$ cat src/rtl/div_share_arbiter.sv
// Round-robin arbiter that time-shares one SAR divider between NUM_REQ requesters.
// Optional macro DIV_ZERO_BYPASS_EN: a zero divisor completes at once with an all-ones quotient.
module div_share_arbiter #(
    parameter int NUM_REQ = 4,
    parameter int BITS    = 64
) (
    input  logic                    clk,
    input  logic                    reset,
    input  logic [NUM_REQ-1:0]      req,
    input  logic [NUM_REQ*BITS-1:0] dividendo_in,
    input  logic [NUM_REQ*BITS-1:0] divisor_in,
    output logic [NUM_REQ-1:0]      grant,
    output logic [NUM_REQ-1:0]      done,
    output logic [BITS-1:0]         result,
    output logic                    busy,
    output logic                    div_start,
    output logic [BITS-1:0]         div_dividendo,
    output logic [BITS-1:0]         div_divisor,
    input  logic                    div_ready,
    input  logic [BITS-1:0]         div_result
);

    localparam int PW = (NUM_REQ > 1) ? $clog2(NUM_REQ) : 1;

    typedef enum logic [2:0] {IDLE, LAUNCH, SETTLE, WAIT, DONE} state_t;

    state_t               state_q, state_d;
    logic [PW-1:0]        lastPtr_q, lastPtr_d;
    logic [NUM_REQ-1:0]   grant_q, grant_d;
    logic [NUM_REQ-1:0]   done_q, done_d;
    logic [BITS-1:0]      result_q, result_d;
    logic                 start_q, start_d;
    logic [BITS-1:0]      dvd_q, dvd_d;
    logic [BITS-1:0]      dvs_q, dvs_d;

    logic [PW-1:0]        scanIdx;
    logic [PW-1:0]        winIdx;
    logic                 winValid;
    logic [BITS-1:0]      selDvd;
    logic [BITS-1:0]      selDvs;
    logic                 zeroBypass;

    // Scan from the farthest candidate back to the nearest so the nearest after lastPtr wins.
    always_comb begin
        scanIdx  = '0;
        winIdx   = '0;
        winValid = 1'b0;
        for (int k = NUM_REQ; k >= 1; k--) begin
            scanIdx = PW'((int'(lastPtr_q) + k) % NUM_REQ);
            if (req[scanIdx]) begin
                winIdx   = scanIdx;
                winValid = 1'b1;
            end
        end
    end

    always_comb begin
        selDvd = '0;
        selDvs = '0;
        for (int i = 0; i < NUM_REQ; i++) begin
            if (winIdx == PW'(i)) begin
                selDvd = dividendo_in[i*BITS +: BITS];
                selDvs = divisor_in[i*BITS +: BITS];
            end
        end
    end

`ifdef DIV_ZERO_BYPASS_EN
    assign zeroBypass = (selDvs == '0);
`else
    assign zeroBypass = 1'b0;
`endif

    always_comb begin
        state_d   = state_q;
        lastPtr_d = lastPtr_q;
        grant_d   = grant_q;
        done_d    = done_q;
        result_d  = result_q;
        start_d   = start_q;
        dvd_d     = dvd_q;
        dvs_d     = dvs_q;
        case (state_q)
            IDLE: begin
                if (winValid) begin
                    lastPtr_d = winIdx;
                    grant_d   = {{(NUM_REQ-1){1'b0}}, 1'b1} << winIdx;
                    dvd_d     = selDvd;
                    dvs_d     = selDvs;
                    if (zeroBypass) begin
                        result_d = '1;
                        done_d   = {{(NUM_REQ-1){1'b0}}, 1'b1} << winIdx;
                        state_d  = DONE;
                    end else begin
                        start_d = 1'b1;
                        state_d = LAUNCH;
                    end
                end
            end
            LAUNCH: begin
                start_d = 1'b0;
                state_d = SETTLE;
            end
            // div_ready may still be high from the previous quotient here.
            SETTLE: state_d = WAIT;
            WAIT: begin
                if (div_ready) begin
                    result_d = div_result;
                    done_d   = grant_q;
                    state_d  = DONE;
                end
            end
            DONE: begin
                done_d  = '0;
                grant_d = '0;
                state_d = IDLE;
            end
            default: state_d = IDLE;
        endcase
    end

    always_ff @(posedge clk or posedge reset) begin
        if (reset) begin
            state_q   <= IDLE;
            lastPtr_q <= PW'(NUM_REQ - 1);
            grant_q   <= '0;
            done_q    <= '0;
            result_q  <= '0;
            start_q   <= 1'b0;
            dvd_q     <= '0;
            dvs_q     <= '0;
        end else begin
            state_q   <= state_d;
            lastPtr_q <= lastPtr_d;
            grant_q   <= grant_d;
            done_q    <= done_d;
            result_q  <= result_d;
            start_q   <= start_d;
            dvd_q     <= dvd_d;
            dvs_q     <= dvs_d;
        end
    end

    assign grant         = grant_q;
    assign done          = done_q;
    assign result        = result_q;
    assign busy          = (state_q != IDLE);
    assign div_start     = start_q;
    assign div_dividendo = dvd_q;
    assign div_divisor   = dvs_q;

endmodule

$ cat config.mk
export PLATFORM = sky130hd
export DESIGN_NAME = div_share_arbiter
export DESIGN_NICKNAME = d
export VERILOG_FILES = /design/src/rtl/div_share_arbiter.sv
export SDC_FILE = /design/constraint.sdc
export NUM_CORES = 1
export LEC_CHECK = 0
export ABC_AREA = 1
export CORE_AREA = 2 2 304 306
export DETAILED_ROUTE_END_ITERATION = 8
export DIE_AREA = 0 0 306 308
export HOLD_SLACK_MARGIN = 0.12
export MAX_ROUTING_LAYER = met4
export PLACE_DENSITY = 0.43
export RECOVER_POWER = 25
export SYNTH_ARGS = -nofsm -noshare
export SYNTH_HDL_FRONTEND = slang
export SYNTH_SLANG_ARGS = --single-unit
$ cat constraint.sdc
create_clock -name clk -period 6.29 [get_ports clk]
set_input_delay 0.9435 -clock clk [delete_from_list [all_inputs] [get_ports clk]]
set_output_delay 0.9435 -clock clk [all_outputs]
set_load 0.01 [all_outputs]
==> metrics.cfg <==
[run_status]
status = finished with violations
violations = max-capacitance violations, max-slew violations

[synth]
ys_types = 24
synth_xor_xnor_area_share_pct = 0
syn_inst = 2084
synth_compound_area_share_pct = 7.19
yosys.area_share.simple_pct = 40.4
ys_seq_area_share_pct = 39.2
ys_top_cells_by_area = dfrtp_1 (39%), nand2_1 (28%), nand3_1 (12%)
yosysWarnings = 0
synth-seq-cells = 206
synthesis.area_um2 = 13200
synth_top_family_by_area = simple AND/OR/NAND/NOR gates
synthAdderAreaFrac_pct = 0
avgSynthCellArea_um2 = 6.32
yosysTopAreaCell = dfrtp_1
synth_top_area_share_pct = 38.8
synth.mux.area_fraction_pct = 0
syn_nets = 2667

[finish]
fin_util_pct = 25.5
multi_input_area_um2 = 6310
syn_to_final_growth_pct = 76.3
seq_area_um2 = 5160
nFillCells = 10216
layout_common_cells = nand2_1 (973), clkdlybuf4s50_1 (782), nand3_1 (319)
postLayoutCellArea_um2 = 23200
drive_above_1_share_pct = 3.09
final_common_cell = nand2_1
final_nets = 3371

[global_routing]
antenna_found_initial = 10
use_met2_pct = 24.7
grt_pass1_wl_mm = 101
grt_use_total_pct = 14.7
grt_util_met3_pct = 4.11
grt_use_met1_pct = 17.3
grt_pass1_vias = 15436
grt_start_max_net_pins = 180
grt_busiest_layer = met2
grt_overflow = 0

[floorplanning]
core_region_area_um2 = 91000
fp.dieH_um = 308
initial_core_util_pct = 14.5
rows = 111
die-area_um2 = 94200
die_w_um = 306
ios = 785

[detailed_routing]
via_per_inst = 3.83
vias = 15357
wire_per_inst_um = 17.4
dr.pass1.iters = 6
drt_iter0_drc = 883
routed_wl_mm = 69.7
drtAntennaViolNets = 0
drc = 0

[cts]
ctsResizeCount = 0
insertion_delay_ns = 0.61
htreeDepth = 1
hold_buffers = 0
tritoncts = done
clkSinkCount = 206
clockBufferDepth = 3
cts_root_buffer = clkbuf_16
cts_setup_buffers = 0
numCtsBuffers = 30
path_clk_slew_ns = 0.06

[sta]
clock_skew_ns = 0.0186
fmax_mhz = 272
worst-slew-pin-transition_ns = 3.12
finalHoldViolations = 0
setup_viol = 0
layout_min_cycle_time_ns = 3.68
timing.final.crit_share_pct = 58.5
drv_slew = 66
rsz0062_at_grt = false
tns_ns = 0
slew_headroom_pct = -108

[critical_path]
worstPathMaxFanout = 65
path_class = primary input to flop
endpoint_kind = flop
required_ns = 6.81
cp.arrival_ns = 4.20
start_kind = primary input

[power]
powerDensity_nw_per_um2 = 563
ir_drop_v = 0.000706
leakage_nw = 11.5

[placement]
dp.final_hpwl_mm = 52.0
port_buffers = 784
dpl_cell_area_um2 = 22200
gp_congestion = 0.809

[flow_run]
max_cap_violations = 1

[min_path]
hp-class = flop to flop

Yosys cell counts:
master,instances
a31o_2,1
clkinv_1,5
nor2_2,3
dfstp_2,2
inv_1,295
nor3_1,4
nor2_1,6
o31ai_1,1
buf_1,15
a21boi_4,1
nand3_1,319
nand2_1,974
dfrtp_1,204
o21bai_1,95
inv_2,6
buf_4,8
o22ai_1,3
a21oi_1,1
o21a_1,2
buf_2,59
o21ai_2,1
o21ai_0,30
clkbuf_1,48
nand2_2,1
path summary, 6_finish.rpt:
check                      startpoint                 to  slack (ns)  depth (start not counted)
setup reg to reg           state_q[1]         result[49]        2.78                          7
min in group asynchronous       reset  div_dividendo[10]        0.83                          2
max in group asynchronous       reset    div_divisor[11]        4.10                          3
setup / recovery            div_ready         result[49]        2.61                          6
hold / removal             result[33]         result[33]        0.46                          2
hold reg to reg            result[33]         result[33]        0.46                          2
logic make-up after synthesis:
group / after synthesis
AOI/OAI and AO/OA: 135
buffers and inverters: 436
DFF: 206
and+or+nand+nor: 1307
metal layers:
metal	up-vias	routed length [um]
li1	7776	-
met1	7012	29400
met2	500	33400
met3	69	5400
met4	0	1510
met5	-	0
critical path: stages:
cell	delay [ns]
dlygate4sd3_1	0.52
inv_1	0.07
nor2_4	0.11
clkbuf_1	2.20
nand2_1	0.16
nand2_1	0.17
power breakdown:
part / internal (mW) / leakage, nW / total, mW / switching, mW
Sequential: 1.99 / 2.58 / 2.35 / 0.357
Combinational: 3.38 / 8.44 / 8.96 / 5.58
Clock: 1.06 / 0.510 / 1.77 / 0.713
Total: 6.42 / 11.5 / 13.1 / 6.65
layout make-up:
type                       instances  share of cell area [%]
antenna                            8                  0.0863
clock buffer                      41                    3.63
clock inverter                    15                   0.771
inverter                         306                    4.97
multi-input combinational       1442                    27.2
sequential                       206                    22.2
tap                             1186                    6.40
timing repair buffer             802                    34.7
through the flow:
stage	hold slack (ns)	total power, mW	std cells	worst slack (ns)
global route	0.487	14.5	4006	2.17
floorplan	0.509	7.82	2084	2.68
global placement	0.454	11.5	3942	2.57
CTS	0.472	13.5	3998	3.20
finish	0.465	13.1	4006	2.61
detailed placement	0.457	11.6	3942	2.57
registers in the layout, indices dropped and copies added, names as in the netlist:
| register | flops |
|---|---|
| done | 4 |
| result | 64 |
| div_divisor | 64 |
| lastPtr_q | 2 |
| state_q | 3 |
| div_dividendo | 64 |
| div_start | 1 |
| grant | 4 |
Note: power is estimated with default switching activity, not from simulation.
==> RTL edit 1: new RTL, config.mk and constraints unchanged <==
Change the parameter `NUM_REQ` from 4 to 2.
--- a/src/rtl/div_share_arbiter.sv
+++ b/src/rtl/div_share_arbiter.sv
@@ -1,7 +1,7 @@
 // Round-robin arbiter that time-shares one SAR divider between NUM_REQ requesters.
 // Optional macro DIV_ZERO_BYPASS_EN: a zero divisor completes at once with an all-ones quotient.
 module div_share_arbiter #(
-    parameter int NUM_REQ = 4,
+    parameter int NUM_REQ = 2,
     parameter int BITS    = 64
 ) (
     input  logic                    clk,
Interface: changed (5 resized); port bits go from 785 to 523. No check against the original RTL was run, so the function may have changed too.
==> RTL edit 1 against the original RTL <==
The run still ends with max-capacitance violations, max-slew violations left; combinational power shrank 64%; cell count shrank 26%; register-to-register slack gained 940 ps; via count shrank 36%; final area shrank 28%; sequential cell count shrank 5; total power shrank 46%; setup slack lost 150 ps; critical endpoint is now result[15]; wire length shrank 36%; area after synthesis shrank 29%.
==> RTL edit 1: results (changes against the original RTL) <==
| Metric | Value |
|---|---|
| R2r setup slk | 3720 ps (was 2780 ps) |
| Slowest-stage cell, CP | clkbuf_2 (was clkbuf_1) |
| DR pass1 iterations | 6 (unchanged) |
| WP data arrival | 3960 ps (was 4200 ps) |
| Mapped Nets | 1,612 (was 2,667) |
| CTS clk-pin slew, worst paths | 60 ps (about the same) |
| Max VDD drop | 0.161 mV (was 0.706 mV) |
| Initial antenna violation count | 3 (was 10) |
| H-tree levels | 1 (unchanged) |
| Final slew viol count | 91 (was 66) |
| # fillers | 10,262 (was 10,216) |
| Sequential-to-total area share from yosys stat | 53.6% (was 39.2%) |
| Critical path peak fanout | 90 (was 65) |
| Residual DRC | 0 (unchanged) |
| Post-CTS setup buffer count | 0 (unchanged) |
| Reg area | 5030 um2 (was 5160 um2) |
| Clock Path Buffers | 3 (unchanged) |
| Cts bufs inserted | 29 (was 30) |
| DP HPWL | 31.5 mm (was 52.0 mm) |
| Largest net degree at the start of global routing | 100 (was 180) |
| Layout cells sized above 1 | 3.48% (was 3.09%) |
| Yosys Warn Count | 0 (unchanged) |
| Max-Cap Viols | 1 (unchanged) |
| Synth cell count leaders | 849 x nand2_1, 200 x dfrtp_1, 130 x nand3_1, 36 x buf_2, 33 x clkbuf_1 (was 974 x nand2_1, 319 x nand3_1, 295 x inv_1, 204 x dfrtp_1, 95 x o21bai_1) |
| Post-synthesis cell type count | 18 (was 24) |
| P_leak | 0.00791 uW (was 0.0115 uW) |
| Ranking of synthesized cells by area | dfrtp_1 53%, nand2_1 34%, nand3_1 6.9% (was dfrtp_1 39%, nand2_1 28%, nand3_1 12%) |
| Total GRT Usage | 9.31% (was 14.7%) |
| Worst-Margin Slew | 2530 ps (was 3120 ps) |
| Outcome | complete, but fails checks (unchanged) |
| Resize count post-CTS | 0 (unchanged) |
| I/O Buffers | 522 (was 784) |
| DRT iter0 DRCs | 373 (was 883) |
| Worst R2R Path Depth | 6 (was 7) |
| WHS Path Cells | 2 (unchanged) |
| Global placer's final weighted congestion | 0.770 (was 0.809) |
| Global-route wire length before repair | 64.9 mm (was 101 mm) |
| Routed Wire Length | 44.8 mm (was 69.7 mm) |
| Vias in the first global route | 10,029 (was 15,436) |
| Worst min path class | reg2reg (unchanged) |
| Slowest stage delay, CP | 1780 ps (was 2200 ps) |
| Cell family with most CP delay | buffers and inverters (unchanged) |
| Nets | 2,092 (was 3,371) |
| Vias per cell | 3.31 (was 3.83) |
| Layout Skew | 18.4 ps (was 18.6 ps) |
| CTS root buffer | clkbuf_16 (unchanged) |
| Async set or reset register ratio after synthesis | 100% (unchanged) |
| Final Hold Slack | 476 ps (was 465 ps) |
| Worst-Skew Late Latency | 570 ps (was 610 ps) |
| Failing checks | max-capacitance violations, max-slew violations (unchanged) |
-- RTL edit 1: cell count changes after synthesis, sizes merged, moves of 2 or more --
cell / delta
nand3: -188
dfrtp: -4
nand2: -126
buf: -31
nor3: -3
nand4: +2
o21bai: -95
o22ai: -3
o21a: -2
o21ai: -28
nor2: -6
clkbuf: -15
inv: -290
clkinv: -5
-- RTL edit 1: logic make-up after synthesis --
group / synth area share, %
DFF: 53.6
AOI/OAI and AO/OA: 0.293
buffers and inverters: 4.80
and+or+nand+nor: 41.3
-- RTL edit 1: metrics by stage --
step	worst slack (ps)	instances	utilization (%)	cell area (um2)	total power, uW
after floorplan	2740	1287	-	9400	3610
after global placement	2620	2922	17.4	15900	5540
after detailed placement	2590	2922	17.4	15900	5530
after CTS	3210	2970	18.4	16800	7260
after global routing	1870	2972	18.4	16800	7610
final	2460	2973	18.4	16800	7050
-- RTL edit 1: layout make-up --
cell class                      instances  share of cell area [%]
Timing Repair Buffer                  533                    31.9
Clock inverter                         10                   0.761
Sequential cell                       201                    30.0
Multi-Input combinational cell        991                    23.5
Clock buffer                           38                    4.65
Antenna cell                            3                  0.0448
Inverter                               11                   0.269
Tap cell                             1186                    8.85
-- RTL edit 1: final timing paths --
check	from	to
max	reset	result[15]
min	result[55]	result[55]
max reg2reg	lastPtr_q	grant[1]
min reg2reg	result[55]	result[55]
max in group clk	req[0]	grant[1]
min in group asynchronous	reset	result[54]
-- RTL edit 1: per-layer routing --
layer,global-route usage [%],vias up,wire length (um)
li1,-,4923,-
met1,10.6,4501,18700
met2,15.6,355,21200
met3,3.05,51,3800
met4,2.57,0,1030
met5,-,-,0
-- RTL edit 1: where the power goes --
group	switching, uW	internal [uW]	total [uW]
registers	333	1890	2220
clock network	656	980	1640
logic	1650	1550	3190
==> RTL edit 2: new RTL, same settings <==
Made on the original files. Take the reset off `result_q` and load it in a clocked block of its own.
--- a/src/rtl/div_share_arbiter.sv
+++ b/src/rtl/div_share_arbiter.sv
@@ -125,7 +125,6 @@
             lastPtr_q <= PW'(NUM_REQ - 1);
             grant_q   <= '0;
             done_q    <= '0;
-            result_q  <= '0;
             start_q   <= 1'b0;
             dvd_q     <= '0;
             dvs_q     <= '0;
@@ -134,11 +133,14 @@
             lastPtr_q <= lastPtr_d;
             grant_q   <= grant_d;
             done_q    <= done_d;
-            result_q  <= result_d;
             start_q   <= start_d;
             dvd_q     <= dvd_d;
             dvs_q     <= dvs_d;
         end
+    end
+
+    always_ff @(posedge clk) begin
+        result_q <= result_d;
     end
 
     assign grant         = grant_q;
Check against the original RTL: not settled (the Yosys comparison gave no result); the edit may change what the design does.
==> RTL edit 2 against the original RTL <==
The run still ends with max-capacitance violations, max-slew violations left; sequential cell count stayed put; total power down 3.9%; wire length down 1.5%; final area shrank 3.4%; setup slack worse by 90 ps; maximum frequency is 2.4% lower; area after synthesis is 5.1% lower; first-iteration DRC count is 12% lower; synthesized cell count shrank 13%; non-clock buffer count down 3; largest power group unchanged.
==> RTL edit 2: results (changes against the original RTL) <==
| Metric | Value |
|---|---|
| Outcome | complete, but fails checks (unchanged) |
| Failing checks | max-capacitance violations, max-slew violations (unchanged) |
| Met2 Wirelength | 33.9 mm (was 33.4 mm) |
| DRT iter0 DRCs | 781 (was 883) |
| Final slew viol count | 64 (was 66) |
| # fillers | 10,026 (was 10,216) |
| Signal inverters | 151 (was 306) |
| ClkCell Share | 4.37% (was 4.40%) |
| Slowest-stage cell, CP | clkdlybuf4s50_1 (was clkbuf_1) |
| Clk_buf instances | 40 (was 41) |
| NetSw | 6590 uW (was 6650 uW) |
| Placed cell areas | 21,400 um2 (was 22,200 um2) |
| Vias in the first global route | 14,610 (was 15,436) |
| Max-Cap Viols | 1 (unchanged) |
| Multi-input logic area | 5840 um2 (was 6310 um2) |
| Multi-input comb cells | 1,329 (was 1,442) |
| Routed met3 length | 5.56 mm (was 5.40 mm) |
| Layout non-clock buf frac | 35.7% (was 34.7%) |
| # placed instances | 3,671 (was 3,942) |
| Layout cells sized above 1 | 4.10% (was 3.09%) |
| Sequential share of cell area | 24.4% (was 22.2%) |
| Cts bufs inserted | 29 (was 30) |
| WP data arrival | 4250 ps (was 4200 ps) |
| Met1 Use GR | 16.6% (was 17.3%) |
| DP Worst Slack | 1780 ps (was 2570 ps) |
| Non-CTS buffers | 799 (was 802) |
| Syn_area_per_cell | 6.90 um2 (was 6.32 um2) |
| N_diodes | 18 (was 8) |
| Nets | 3,099 (was 3,371) |
| Wirelength per Cell | 18.4 um (was 17.4 um) |
| Fin area | 22,400 um2 (was 23,200 um2) |
| Met3 Track Usage GR | 4.27% (was 4.11%) |
| Slowest stage delay, CP | 530 ps (was 2200 ps) |
| Largest net degree at the start of global routing | 149 (was 180) |
| Critical path peak fanout | 139 (was 65) |
| Worst-Skew Late Latency | 590 ps (was 610 ps) |
| Power share of the clock group | 13.9% (was 13.6%) |
| Total GRT Usage | 14.3% (was 14.7%) |
| Via Count | 14,309 (was 15,357) |
| Post-synthesis cell type count | 31 (was 24) |
| Global placer's final weighted congestion | 0.829 (was 0.809) |
[RTL edit 2: cell types whose count changed after synthesis, moves of 18 or more]
| cell | change |
|---|---|
| nand3b_1 | +33 |
| o21bai_1 | -95 |
| nand2_1 | -297 |
| or2_0 | +30 |
| o21ai_0 | -21 |
| nand4_1 | +69 |
| dfrtp_1 | -64 |
| nor2_1 | +222 |
| a21oi_1 | +34 |
| inv_1 | -180 |
| edfxtp_1 | +64 |
| inv_2 | +18 |
| nand3_1 | -93 |
[RTL edit 2: path summary, 6_finish.rpt]
kind	start	endpoint	cells past startpoint
max	req[1]	div_dividendo[31]	16
min	div_dividendo[39]	div_dividendo[39]	2
max reg2reg	lastPtr_q[0]	div_dividendo[31]	15
min reg2reg	div_dividendo[39]	div_dividendo[39]	2
max in group asynchronous	reset	div_divisor[8]	2
min in group asynchronous	reset	div_dividendo[21]	2
